===== src/rtl/frame_scan_controller_pkg.sv =====
// -----------------------------------------------------------------------------
// scan_pkg
// Shared definitions for the frame scan controller: FSM state encoding,
// the state enum type and the default counter widths.
// No ports (package).
// -----------------------------------------------------------------------------
package scan_pkg;

  localparam int DEF_XW           = 4;
  localparam int DEF_YW           = 4;
  localparam int DEF_BLANK_CYCLES = 2;
  // Wide enough for BLANK_CYCLES up to 15.
  localparam int BLANK_CW         = 4;

  localparam logic [1:0] S_IDLE  = 2'd0;
  localparam logic [1:0] S_SCAN  = 2'd1;
  localparam logic [1:0] S_BLANK = 2'd2;
  localparam logic [1:0] S_DONE  = 2'd3;

  typedef enum logic [1:0] {
    ST_IDLE  = S_IDLE,
    ST_SCAN  = S_SCAN,
    ST_BLANK = S_BLANK,
    ST_DONE  = S_DONE
  } scan_state_t;

endpackage


===== src/rtl/frame_scan_controller_if.sv =====
// -----------------------------------------------------------------------------
// frame_scan_controller_if
// Pixel-address stream between the scan controller (master) and the
// downstream consumer (slave).
//   pix_valid  master->slave  pix_x/pix_y hold a valid address
//   pix_ready  slave->master  consumer accepts the current pixel
//   pix_x      master->slave  current column
//   pix_y      master->slave  current row
//   line_end   master->slave  current pixel is the last of its line
//   frame_end  master->slave  current pixel is the last of the frame
// -----------------------------------------------------------------------------
interface frame_scan_controller_if #(
  parameter int XW = 4,
  parameter int YW = 4
);
  logic          pix_valid;
  logic          pix_ready;
  logic [XW-1:0] pix_x;
  logic [YW-1:0] pix_y;
  logic          line_end;
  logic          frame_end;

  modport master (
    output pix_valid, pix_x, pix_y, line_end, frame_end,
    input  pix_ready
  );

  modport slave (
    input  pix_valid, pix_x, pix_y, line_end, frame_end,
    output pix_ready
  );
endinterface


===== src/rtl/frame_scan_controller_counter.sv =====
// -----------------------------------------------------------------------------
// scan_counter
// Wrapping up-counter 0..max used for both the column and the row index.
//   clk     clock
//   reset   synchronous active-high reset, count -> 0
//   clear   synchronous clear, count -> 0
//   enable  advance by one; wraps to 0 after reaching max
//   max     last value of the count range
//   count   current value
//   at_max  count equals max
// -----------------------------------------------------------------------------
module scan_counter #(
  parameter int W = 4
) (
  input  logic         clk,
  input  logic         reset,
  input  logic         clear,
  input  logic         enable,
  input  logic [W-1:0] max,
  output logic [W-1:0] count,
  output logic         at_max
);

  logic [W-1:0] count_q;

  assign count  = count_q;
  assign at_max = (count_q == max);

  always_ff @(posedge clk) begin
    if (reset || clear) begin
      count_q <= '0;
    end else if (enable) begin
      count_q <= at_max ? '0 : count_q + 1'b1;
    end
  end

endmodule


===== src/rtl/frame_scan_controller.sv =====
// -----------------------------------------------------------------------------
// frame_scan_controller
// Walks a raster of (h_max+1) x (v_max+1) pixel addresses, advancing one
// pixel per accepted handshake on the pixel stream interface.
//   clk      clock
//   reset    synchronous active-high reset
//   start    begins a scan when sampled high in IDLE (latches h_max/v_max)
//   abort    ends the scan in progress, returns to IDLE, no done pulse
//   h_max    last column index
//   v_max    last row index
//   busy     high in every state except IDLE
//   done     one-cycle pulse after a completed frame
//   pix      pixel stream (master side)
// Build option: FRAME_SCAN_BLANK_EN adds a BLANK state of BLANK_CYCLES cycles
// after each non-final line. Without it a line wrap stays in SCAN.
// -----------------------------------------------------------------------------
module frame_scan_controller
  import scan_pkg::*;
#(
  parameter int XW           = DEF_XW,
  parameter int YW           = DEF_YW,
  parameter int BLANK_CYCLES = DEF_BLANK_CYCLES
) (
  input  logic                            clk,
  input  logic                            reset,
  input  logic                            start,
  input  logic                            abort,
  input  logic [XW-1:0]                   h_max,
  input  logic [YW-1:0]                   v_max,
  output logic                            busy,
  output logic                            done,
  frame_scan_controller_if.master         pix
);

  scan_state_t   state_q, state_d;
  logic [XW-1:0] hmax_q, hmax_d;
  logic [YW-1:0] vmax_q, vmax_d;
  logic [XW-1:0] x_cnt;
  logic [YW-1:0] y_cnt;
  logic          x_at_max, y_at_max;
  logic          go, hs;

  // A start that coincides with abort is discarded.
  assign go = (state_q == ST_IDLE) && start && !abort;
  // abort wins over a simultaneous handshake.
  assign hs = (state_q == ST_SCAN) && pix.pix_ready && !abort;

  scan_counter #(.W(XW)) u_col (
    .clk    (clk),
    .reset  (reset),
    .clear  (go),
    .enable (hs),
    .max    (hmax_q),
    .count  (x_cnt),
    .at_max (x_at_max)
  );

  // Row advances on the column wrap; it holds at v_max on the final pixel.
  scan_counter #(.W(YW)) u_row (
    .clk    (clk),
    .reset  (reset),
    .clear  (go),
    .enable (hs && x_at_max && !y_at_max),
    .max    (vmax_q),
    .count  (y_cnt),
    .at_max (y_at_max)
  );

`ifdef FRAME_SCAN_BLANK_EN
  logic [BLANK_CW-1:0] blank_q, blank_d;
`endif

  always_comb begin
    state_d = state_q;
    hmax_d  = hmax_q;
    vmax_d  = vmax_q;
`ifdef FRAME_SCAN_BLANK_EN
    blank_d = blank_q;
`endif
    case (state_q)
      ST_IDLE: begin
        if (go) begin
          state_d = ST_SCAN;
          hmax_d  = h_max;
          vmax_d  = v_max;
        end
      end
      ST_SCAN: begin
        if (abort) begin
          state_d = ST_IDLE;
        end else if (pix.pix_ready && x_at_max) begin
          if (y_at_max) begin
            state_d = ST_DONE;
          end else begin
`ifdef FRAME_SCAN_BLANK_EN
            // Counter holds the number of blank cycles still to follow.
            state_d = ST_BLANK;
            blank_d = BLANK_CW'(BLANK_CYCLES - 1);
`endif
          end
        end
      end
`ifdef FRAME_SCAN_BLANK_EN
      ST_BLANK: begin
        if (abort) begin
          state_d = ST_IDLE;
        end else if (blank_q == '0) begin
          state_d = ST_SCAN;
        end else begin
          blank_d = blank_q - 1'b1;
        end
      end
`endif
      ST_DONE: state_d = ST_IDLE;
      default: state_d = ST_IDLE;
    endcase
  end

  always_ff @(posedge clk) begin
    if (reset) begin
      state_q <= ST_IDLE;
      hmax_q  <= '0;
      vmax_q  <= '0;
`ifdef FRAME_SCAN_BLANK_EN
      blank_q <= '0;
`endif
    end else begin
      state_q <= state_d;
      hmax_q  <= hmax_d;
      vmax_q  <= vmax_d;
`ifdef FRAME_SCAN_BLANK_EN
      blank_q <= blank_d;
`endif
    end
  end

  assign pix.pix_valid = (state_q == ST_SCAN);
  assign pix.pix_x     = x_cnt;
  assign pix.pix_y     = y_cnt;
  assign pix.line_end  = pix.pix_valid && x_at_max;
  assign pix.frame_end = pix.line_end && y_at_max;
  assign busy          = (state_q != ST_IDLE);
  // An abort arriving in DONE cancels the pulse.
  assign done          = (state_q == ST_DONE) && !abort;

endmodule


===== src/flat_wrapper.sv =====
// flat-port wrapper written by rule: the top's interface ports become plain ports
module frame_scan_controller_flat import scan_pkg::*;
#(
  parameter int XW           = DEF_XW,
  parameter int YW           = DEF_YW,
  parameter int BLANK_CYCLES = DEF_BLANK_CYCLES
)
  (clk, reset, start, abort, h_max, v_max, busy, done, pix_pix_valid, pix_pix_x, pix_pix_y, pix_line_end, pix_frame_end, pix_pix_ready);
  frame_scan_controller_if #(.XW(XW), .YW(YW)) pix_i ();
  input  logic clk;
  input  logic reset;
  input  logic start;
  input  logic abort;
  input  logic [XW-1:0] h_max;
  input  logic [YW-1:0] v_max;
  output logic busy;
  output logic done;
  output wire logic [$bits(pix_i.pix_valid)-1:0] pix_pix_valid;
  output wire logic [$bits(pix_i.pix_x)-1:0] pix_pix_x;
  output wire logic [$bits(pix_i.pix_y)-1:0] pix_pix_y;
  output wire logic [$bits(pix_i.line_end)-1:0] pix_line_end;
  output wire logic [$bits(pix_i.frame_end)-1:0] pix_frame_end;
  input wire logic [$bits(pix_i.pix_ready)-1:0] pix_pix_ready;
  assign pix_pix_valid = pix_i.pix_valid;
  assign pix_pix_x = pix_i.pix_x;
  assign pix_pix_y = pix_i.pix_y;
  assign pix_line_end = pix_i.line_end;
  assign pix_frame_end = pix_i.frame_end;
  assign pix_i.pix_ready = pix_pix_ready;
  frame_scan_controller #(.XW(XW), .YW(YW), .BLANK_CYCLES(BLANK_CYCLES)) u_core (.clk(clk), .reset(reset), .start(start), .abort(abort), .h_max(h_max), .v_max(v_max), .busy(busy), .done(done), .pix(pix_i));
endmodule

===== config.mk =====
export PLATFORM = sky130hd
export DESIGN_NAME = frame_scan_controller_flat
export DESIGN_NICKNAME = d
export VERILOG_FILES = /design/src/rtl/frame_scan_controller_pkg.sv /design/src/rtl/frame_scan_controller_if.sv /design/src/rtl/frame_scan_controller_counter.sv /design/src/rtl/frame_scan_controller.sv /design/src/flat_wrapper.sv
export SDC_FILE = /design/constraint.sdc
export NUM_CORES = 1
export LEC_CHECK = 0
export CORE_MARGIN = 5
export CORE_UTILIZATION = 28
export CTS_CLUSTER_SIZE = 10
export DETAILED_ROUTE_END_ITERATION = 16
export PLACE_DENSITY = 0.5
export SYNTH_ARGS = -nofsm -noshare
export SYNTH_HDL_FRONTEND = slang
export SYNTH_SLANG_ARGS = --single-unit

===== constraint.sdc =====
create_clock -name clk -period 1.95 [get_ports clk]
set_input_delay 0.4875 -clock clk [delete_from_list [all_inputs] [get_ports clk]]
set_output_delay 0.4875 -clock clk [all_outputs]
set_load 0.05 [all_outputs]

==> After elaboration in Yosys (flattened, before gate mapping) <==
Index checks and enable logic that the tools add are counted.
W data, S select, Z words.
{ "word_totals": {"inputBits": 13, "register_bits": 18, "out_inout_bits": 13} }
{ "op_classes": {"addsub": 2, "reduce_logical": 17, "mux": 7, "eq_ne": 7} }
{ "op_table": {"columns": ["op", "n"], "rows": [
  ["$logic_and A1 B1 Y1", 10],
  ["$add A4 B1 Y4 const B", 2],
  ["$eq A4 B4 Y1", 2],
  ["$mux W2", 4],
  ["$mux W4", 2],
  ["$ne A3 B3 Y1 const B", 2],
  ["$pmux W2 S2", 1],
  ["$reduce_and A3 Y1", 1],
  ["$eq A2 B1 Y1 const B", 1],
  ["$eq A2 B2 Y1 const B", 1],
  ["$logic_not A1 Y1", 2],
  ["$logic_not A2 Y1", 1],
  ["$ne A2 B2 Y1 const B", 1],
  ["$reduce_and A2 Y1", 1],
  ["$reduce_bool A2 Y1", 1],
  ["$logic_or A1 B1 Y1", 1]
]} }

==> Logic depth before layout (Yosys ltp) <==
Gate-level depths: netlist (run 1).
{ "depth": {"depth_word": 5, "depth_mapped": 5, "depth_no_buf": 4} }

==> Hierarchy <==
A second synthesis (run 1) with hierarchy kept.
{ "hier_totals": {"hier_cells": 106, "hier_area_um2": 1047.3} }
{ "modules_own_cells": {"columns": ["mod", "cells_each", "area_per_inst_um2", "instances"], "rows": [
  ["scan_counter", 28, 276.5, 2],
  ["frame_scan_controller", 50, 494.2, 1]
]} }

==> Worst setup path before layout (run 1) <==
OpenSTA, ideal clock, no wires.
{ "synth_timing": {"path_kind": "register to output", "startpoint": "reg u_core.u_row.count_q[1], in the netlist u_core.u_row.count[1]", "endpoint": "out pix_frame_end", "slack_ns": -0.374, "arrival_ns": 1.836, "stages_incl_launch_ff": 4, "path_cell_list": "dfxtp_1 -> xor2_1 -> nor4_2 -> and3_1"} }
{ "synth_between": {"elab_chain_len": 2} }
{ "synth_lines": {"columns": ["item", "line_no", "rtl"], "rows": [
  ["from (decl)", "frame_scan_controller_counter.sv:24", "logic [W-1:0] count_q;"],
  ["from (signal assigned)", "frame_scan_controller_counter.sv:33", "count_q <= at_max ? '0 : count_q + 1'b1;"],
  ["$eq A4 B4 Y1", "frame_scan_controller_counter.sv:27", "assign at_max = (count_q == max);"],
  ["$logic_and A1 B1 Y1", "frame_scan_controller.sv:141", "assign pix.frame_end = pix.line_end && y_at_max;"],
  ["to (decl)", "flat_wrapper.sv:22", "output wire logic [$bits(pix_i.frame_end)-1:0] pix_frame_end;"]
]} }
Every way passes these cells.

==> Worst setup path in the final report (run 1) <==
{ "layout_timing": {"startpoint": "reg u_core.u_col.count_q[1], in the netlist u_core.u_col.count[1]", "endpoint": "out pix_frame_end"} }
{ "layout_between": {"elab_chain_len": 3} }
{ "layout_lines": {"columns": ["item", "line_no", "rtl"], "rows": [
  ["from (decl)", "frame_scan_controller_counter.sv:24", null],
  ["from (signal assigned)", "frame_scan_controller_counter.sv:33", null],
  ["$eq A4 B4 Y1", "frame_scan_controller_counter.sv:27", null],
  ["$logic_and A1 B1 Y1", "frame_scan_controller.sv:140", "assign pix.line_end = pix.pix_valid && x_at_max;"],
  ["$logic_and A1 B1 Y1", "frame_scan_controller.sv:141", null]
]} }
Every way passes these cells.

==> results of run 1 <==
[cell usage in the layout (no fill, tap or decap), types with 4 or more instances in the layout]
cell type and instances:
dfxtp_4 5, clkdlybuf4s50_1 12, dfxtp_2 4, nand2_1 24, xor2_1 5, a21oi_1 13, buf_4 26, buf_12 5
dfxtp_1 9
[metal layers]
layer,track usage,wire length [um],vias to the layer above
met5,0,0,-
met4,0.01519,10,0
met3,0.03373,108,2
met2,0.1968,1098,18
met1,0.1498,1117,391
li1,-,-,463
[per-stage QoR]
stage               instances  setup WS [ns]  hold slack, ns
detailed placement        185       -0.03883          0.4656
global route              193        -0.2393          0.5021
floorplan                 106      -0.001951          0.4478
finish                    193        -0.1496          0.4768
CTS                       193        -0.1352          0.4825
global placement          185       -0.02745          0.4613
[power by group through the flow]
| stage | combinational (W) | sequential [W] | clock, W |
|---|---|---|---|
| global placement | 0.000159 | 0.000390 | 0 |
| global route | 0.000184 | 0.000381 | 0.000223 |
| detailed placement | 0.000159 | 0.000390 | 0 |
| floorplan | 0.0000758 | 0.000390 | 0 |
| finish | 0.000171 | 0.000379 | 0.000196 |
| CTS | 0.000168 | 0.000379 | 0.000205 |
[cell families after synthesis]
family	Yosys count	share of synthesized area
and+or+nand+nor	54	0.3393
AOI/OAI and AO/OA	18	0.1103
DFF	18	0.3972
xor gates and xnor gates	8	0.07724
buffers and inverters	4	0.02620
muxes	2	0.02207
adders and majority gates	2	0.02758
[area by class of cell]
class	instances	area share
multi-input combinational	84	0.3957
timing repair buffer	43	0.2850
sequential	18	0.2635
tap	44	0.03777
clock buffer	4	0.01803
[sequential cells by signal, summed over array words and instances (netlist names)]
signal              cells
u_core.hmax_q           4
u_core.state_q          2
u_core.u_row.count      4
u_core.u_col.count      4
u_core.vmax_q           4
[worst max-delay path, delay by kind of cell, from the launching register on]
family	cells	cell delay (ns)
buf+inv	2	0.29
xor+xnor	1	0.15
flops	1	0.38
simple gates	2	0.48
[repair_timing]
item / CTS / global route
gates resized for setup: 7 / 4
buffers inserted: 4 / 0
pin swaps: 4 / 2
hold endpoints to repair: 0 / 0
setup endpoints to repair: 2 / 7
[worst paths after layout]
path,start,endpoint,slack (ns),cells after the start
max reg2reg,u_core.u_col.count[1],u_core.u_row.count[2],0.04,4
min reg2reg,u_core.hmax_q[3],u_core.hmax_q[3],0.48,2
max,u_core.u_col.count[1],pix_frame_end,-0.15,5
min,u_core.hmax_q[3],u_core.hmax_q[3],0.48,2
==> flow_metrics.tcl, run 1 <==
set metrics [dict create \
    status "finished, violations left" \
    failed_checks "setup timing" \
    cts_root_buf "clkbuf_4" \
    power.density_nw_per_um2 511.4 \
    place_area_sq_um 1348 \
    layout_setup_ws_ns -0.1496 \
    die_w_um 66.92 \
    crit_chain "xor2_2 > nor4_2 > buf_4 > and3_4 > buf_12" \
    synth_cells 106 \
    path_class "flip-flop to output pin" \
    yosys.area.top_type_share 0.3972 \
    core-area_sq_um 3078 \
    netSwitchingFraction 0.2756 \
    synth_top_flop_cell "dfxtp_1" \
    slew_headroom 0.8145 \
    clk_path_buf_depth 2 \
    routabilityCongestion 0.7199 \
    antenna_left 0 \
    cts_hold_buffers 0 \
    remaining_drc_errors 0 \
    drt-total-wl_um 2333 \
    drt_iter0_drc 22 \
    yosysUniqueCellTypes 32 \
    cp-start-kind "flip-flop" \
    synth_most_common_cell "nand2_1" \
    p_leak_nw 0.5959 \
    netlist_area_sq_um 907.1 \
    dieArea_sq_um 4478 \
    fin_area_sq_um 1458 \
    synthArstFlopShare 0 \
    antenna_found_initial 0 \
    combinationalPowerShare 0.229 \
    ir_worst_vdd_mv 0.3124 \
    finClkSkew_ns 0.003378 \
    io_pins 26 \
    rsz0062_at_grt "yes" \
    layout_min_cycle_time_ns 2.100 \
    start_util 0.2947 \
    synth-seq-area-share 0.3972 \
    cp-end-kind "output pin" \
    syn-num-nets 121 \
    setup_viol_count_final 2 \
    seqCellArea_sq_um 384.1 \
    area_growth_pct 60.69 \
    overflow 0 \
    synth_commonest_cells "nand2_1, dfxtp_1, a21oi_1" \
    finalPower_w 0.0007455 \
    via_per_inst 4.528 \
    cap_violations 0 \
    avgRoutedWirePerCell_um 12.09 \
    tns_ns -0.2638 \
    cts_buffers 3 \
    fillerInstances 299 \
    clkLatencyLatePin_ns 0.29 \
    internal-power_w 0.0005401 \
    io_buffer_count 25 \
    vias 874 \
    dpl.hpwl_um 1896 \
    hold_class "flip-flop to flip-flop" \
    finalCritPeriodShare 1.077 \
    die_h_um 66.92 \
    power.share.clock 0.263 \
    antennaDiodeCount 0 \
    tightest_slew_ns 0.2772 \
    slew_violations 0 \
    grtUsageTotal 0.1165 \
    hold_viol 0 \
    cts_tree "built" \
    yosysWarnings 0 \
    grt_pass1_wl_um 4029 \
    arrival_ns 1.61 \
    htree_levels 1 \
    fin_util 0.4736 \
    pwr-share-seq 0.508 \
    first_pass_iters 4 \
    cpPeakStageDelay_ns 0.38 \
    synthTopCellsByArea "dfxtp_1, nand2_1, xor2_1" \
    crit_required_ns 1.46 \
    synth.largest_area_cell "dfxtp_1" \
    critPathSlowestCell "dfxtp_4" \
    worstPathMaxFanout 5 \
    synth.avg_cell_area_sq_um 8.558 \
    max_freq_mhz 476.3 \
    grt_pass1_vias 866 \
    cts.sinks 18 \
    num-nets-final 165 \
    synth_edf_count 0 \
    power_switching_w 0.0002054 \
    multiInputGateArea_sq_um 576.8 \
    drive_gt1_frac 0.3826 \
    rows 20 \
    synth-seq-cells 18 \
    path_clk_slew_ns 0.11 \
    grt_start_max_net_pins 11 \
]
No activity file was read; power rests on OpenSTA's default activity.
==> run 2, diff against run 1 <==
--- a/config.mk
+++ b/config.mk
@@ -5,11 +5,12 @@
 export SDC_FILE = /design/constraint.sdc
 export NUM_CORES = 1
 export LEC_CHECK = 0
+export ABC_AREA = 1
 export CORE_MARGIN = 5
 export CORE_UTILIZATION = 28
 export CTS_CLUSTER_SIZE = 10
 export DETAILED_ROUTE_END_ITERATION = 16
-export PLACE_DENSITY = 0.5
+export PLACE_DENSITY = 0.46
 export SYNTH_ARGS = -nofsm -noshare
 export SYNTH_HDL_FRONTEND = slang
 export SYNTH_SLANG_ARGS = --single-unit
==> constraint.sdc (replaced) <==
create_clock -name clk -period 2.5 [get_ports clk]
set_input_delay 0.625 -clock clk [delete_from_list [all_inputs] [get_ports clk]]
set_output_delay 0.625 -clock clk [all_outputs]
set_load 0.05 [all_outputs]
==> flow_metrics.tcl, run 2 <==
set metrics [dict create \
    yosysUniqueCellTypes 27 \
    die_h_um 71.92 \
    worstRegToRegCells 7 \
    rsz0062_at_grt "no" \
    via_per_inst 4.308 \
    clkLatencyLatePin_ns 0.25 \
    clk_path_buf_depth 2 \
    tns_ns 0 \
    avgRoutedWirePerCell_um 10.41 \
    fin_util 0.3986 \
    seqCellArea_sq_um 360.3 \
    antennaDiodeCount 0 \
    io_pins 26 \
    drt_iter0_drc 15 \
    grt_pass1_vias 924 \
    synth-compound-area-share 0.1317 \
    tightest_slew_ns 0.4967 \
    synth_most_common_cell "nand2_1" \
    worstPathMaxFanout 3 \
    routabilityCongestion 0.7659 \
    area_growth_pct 36.95 \
    status "completed" \
    cp-end-kind "output pin" \
    cts_tree "built" \
    synth-seq-cells 18 \
    num-nets-final 192 \
    slew_headroom 0.6678 \
    synthArstFlopShare 0 \
    netSwitchingFraction 0.2809 \
    grt_pass1_wl_um 4098 \
    combinationalPowerShare 0.197 \
    min_to "u_core.vmax_q[3]" \
    finalCritPeriodShare 0.8984 \
    cts_root_buf "clkbuf_8" \
    power.share.clock 0.359 \
    vias 965 \
    drt-total-wl_um 2331 \
    cts_resized 0 \
    power.density_nw_per_um2 465.4 \
    synthAdderAreaFrac 0.02331 \
    dpl.hpwl_um 1876 \
    finClkSkew_ns 0.0009316 \
    cts_buffers 3 \
    synth_top_flop_cell "dfxtp_1" \
    setup_viol_count_final 0 \
    hp-start "u_core.vmax_q[3]" \
    antenna_left 0 \
    remaining_drc_errors 0 \
    synth_top_family_by_area "simple AND/OR/NAND/NOR gates" \
    cts.sinks 18 \
    power_switching_w 0.0001922 \
    synth-simple-area-share 0.3590 \
    synth_cells 147 \
    path_clk_slew_ns 0.07 \
    max_freq_mhz 445.2 \
    rr_endpoint "u_core.u_col.count[2]" \
    ir_worst_vdd_mv 0.1596 \
    pwr-share-seq 0.445 \
    grtUsageTotal 0.09905 \
    synth_xor_area_frac 0.05711 \
    arrival_ns 1.62 \
    syn-num-nets 162 \
    path_class "flip-flop to output pin" \
    rrSetupSlack_ns 1.20 \
    multiInputGateArea_sq_um 618.1 \
    layout_commonest_cell "nand2_1" \
    worstHoldPathCells 2 \
    r2r-start "u_core.u_col.count[1]" \
    cts_hold_buffers 0 \
    yosys.area.top_type_share 0.3357 \
    hold_viol 0 \
    antenna_found_initial 0 \
    muxShareOfSynthArea 0 \
    internal-power_w 0.0004920 \
    core-area_sq_um 3689 \
    cpPeakStageDelay_ns 0.81 \
    final_cell_mix "nand2_1, clkdlybuf4s50_1, dfxtp_1, inv_1, nor2_1" \
    io_buffer_count 25 \
    cts_setup_buffers 0 \
    synth-seq-area-share 0.3357 \
    yosysWarnings 0 \
    cap_violations 0 \
    dieArea_sq_um 5172 \
    critPathSlowestCell "clkdlybuf4s50_1" \
    rows 22 \
    cp-start-kind "flip-flop" \
    first_pass_iters 4 \
    layout_min_cycle_time_ns 2.246 \
    overflow 0 \
    p_leak_nw 0.6192 \
    crit_chain "inv_2 > nand2_1 > clkdlybuf4s50_1" \
    synth.avg_cell_area_sq_um 7.303 \
    die_w_um 71.92 \
    slew_violations 0 \
    htree_levels 1 \
    grt_start_max_net_pins 17 \
    crit_required_ns 1.88 \
    synth.largest_area_cell "dfxtp_1" \
    hold_class "flip-flop to flip-flop" \
    netlist_area_sq_um 1074 \
    start_util 0.2910 \
    synthTopCellsByArea "dfxtp_1, nand2_1, inv_1" \
    synth_commonest_cells "nand2_1, dfxtp_1, inv_1" \
    fillerInstances 416 \
    synth_edf_count 0 \
    drive_gt1_frac 0.2045 \
]
## run 2: cell count changes after synthesis, moves of 4 or more
cell	previous run	this run
inv_1	0	15
nand2_1	24	36
nor2_1	4	13
inv_2	0	7
a21oi_1	13	7
a21oi_2	0	5
nand4_1	1	5
o21ai_0	1	5
xor2_1	8	4
## run 2: power groups by stage
stage	sequential, W	combinational, W	clock [W]
after floorplan	0.000311	0.0000891	0
after global placement	0.000311	0.000136	0
after detailed placement	0.000311	0.000137	0
after CTS	0.000304	0.000137	0.000258
after global routing	0.000306	0.000149	0.000266
final	0.000304	0.000135	0.000245
## run 2: worst max-delay path, delay by kind of cell, from the launching register on
kind / cells / cell delay, ns
buffers and inverters: 2 / 0.86
and+or+nand+nor: 1 / 0.09
DFF: 1 / 0.41
## run 2: stage by stage
stage               instance area, sq um  total power [W]  instances  setup WS (ns)  hold slack [ns]
finish                              1470        0.0006842        224         0.2540           0.4667
global route                        1470        0.0007211        224         0.1057           0.4861
CTS                                 1470        0.0006989        224         0.2284           0.4699
detailed placement                  1415        0.0004479        220         0.2629           0.4579
global placement                    1415        0.0004469        220         0.2924           0.4575
floorplan                           1079        0.0004005        147        0.02880           0.4434
## run 2: cell families (layout without fill, tap and decap cells)
group	after synthesis	in the layout
XOR/XNOR	7	7
adder cells (fa/ha/maj)	2	2
flip-flops	18	18
AO/OA/AOI/OAI	23	23
buffers and inverters	24	53
AND/OR/NAND/NOR	73	73
## run 2: area by class of cell
type / instances / share of cell area
sequential: 18 / 0.2451
timing repair buffer: 26 / 0.1957
tap: 48 / 0.04085
multi-input combinational: 105 / 0.4204
inverter: 23 / 0.06043
clock buffer: 4 / 0.03745
## run 2: worst max path at each step
stage	endpoint	slack, ns	from	cells past startpoint
5_1_grt	pix_frame_end	0.11	u_core.u_row.count[0]	7
4_1_cts	pix_frame_end	0.23	u_core.u_row.count[0]	7
6_report	busy	0.25	u_core.state_q[1]	3
3_3_place_gp	done	0.29	abort	3
2_1_floorplan	pix_line_end	0.03	u_core.u_col.count[1]	6
3_5_place_dp	done	0.26	abort	3
## run 2: metal layers
layer  track usage  vias up  wire length, um
met4       0.04384        0               38
met5             0        -                0
met2        0.1582       13             1080
met3       0.02216        4               55
met1        0.1274      421             1158
li1              -      527                -
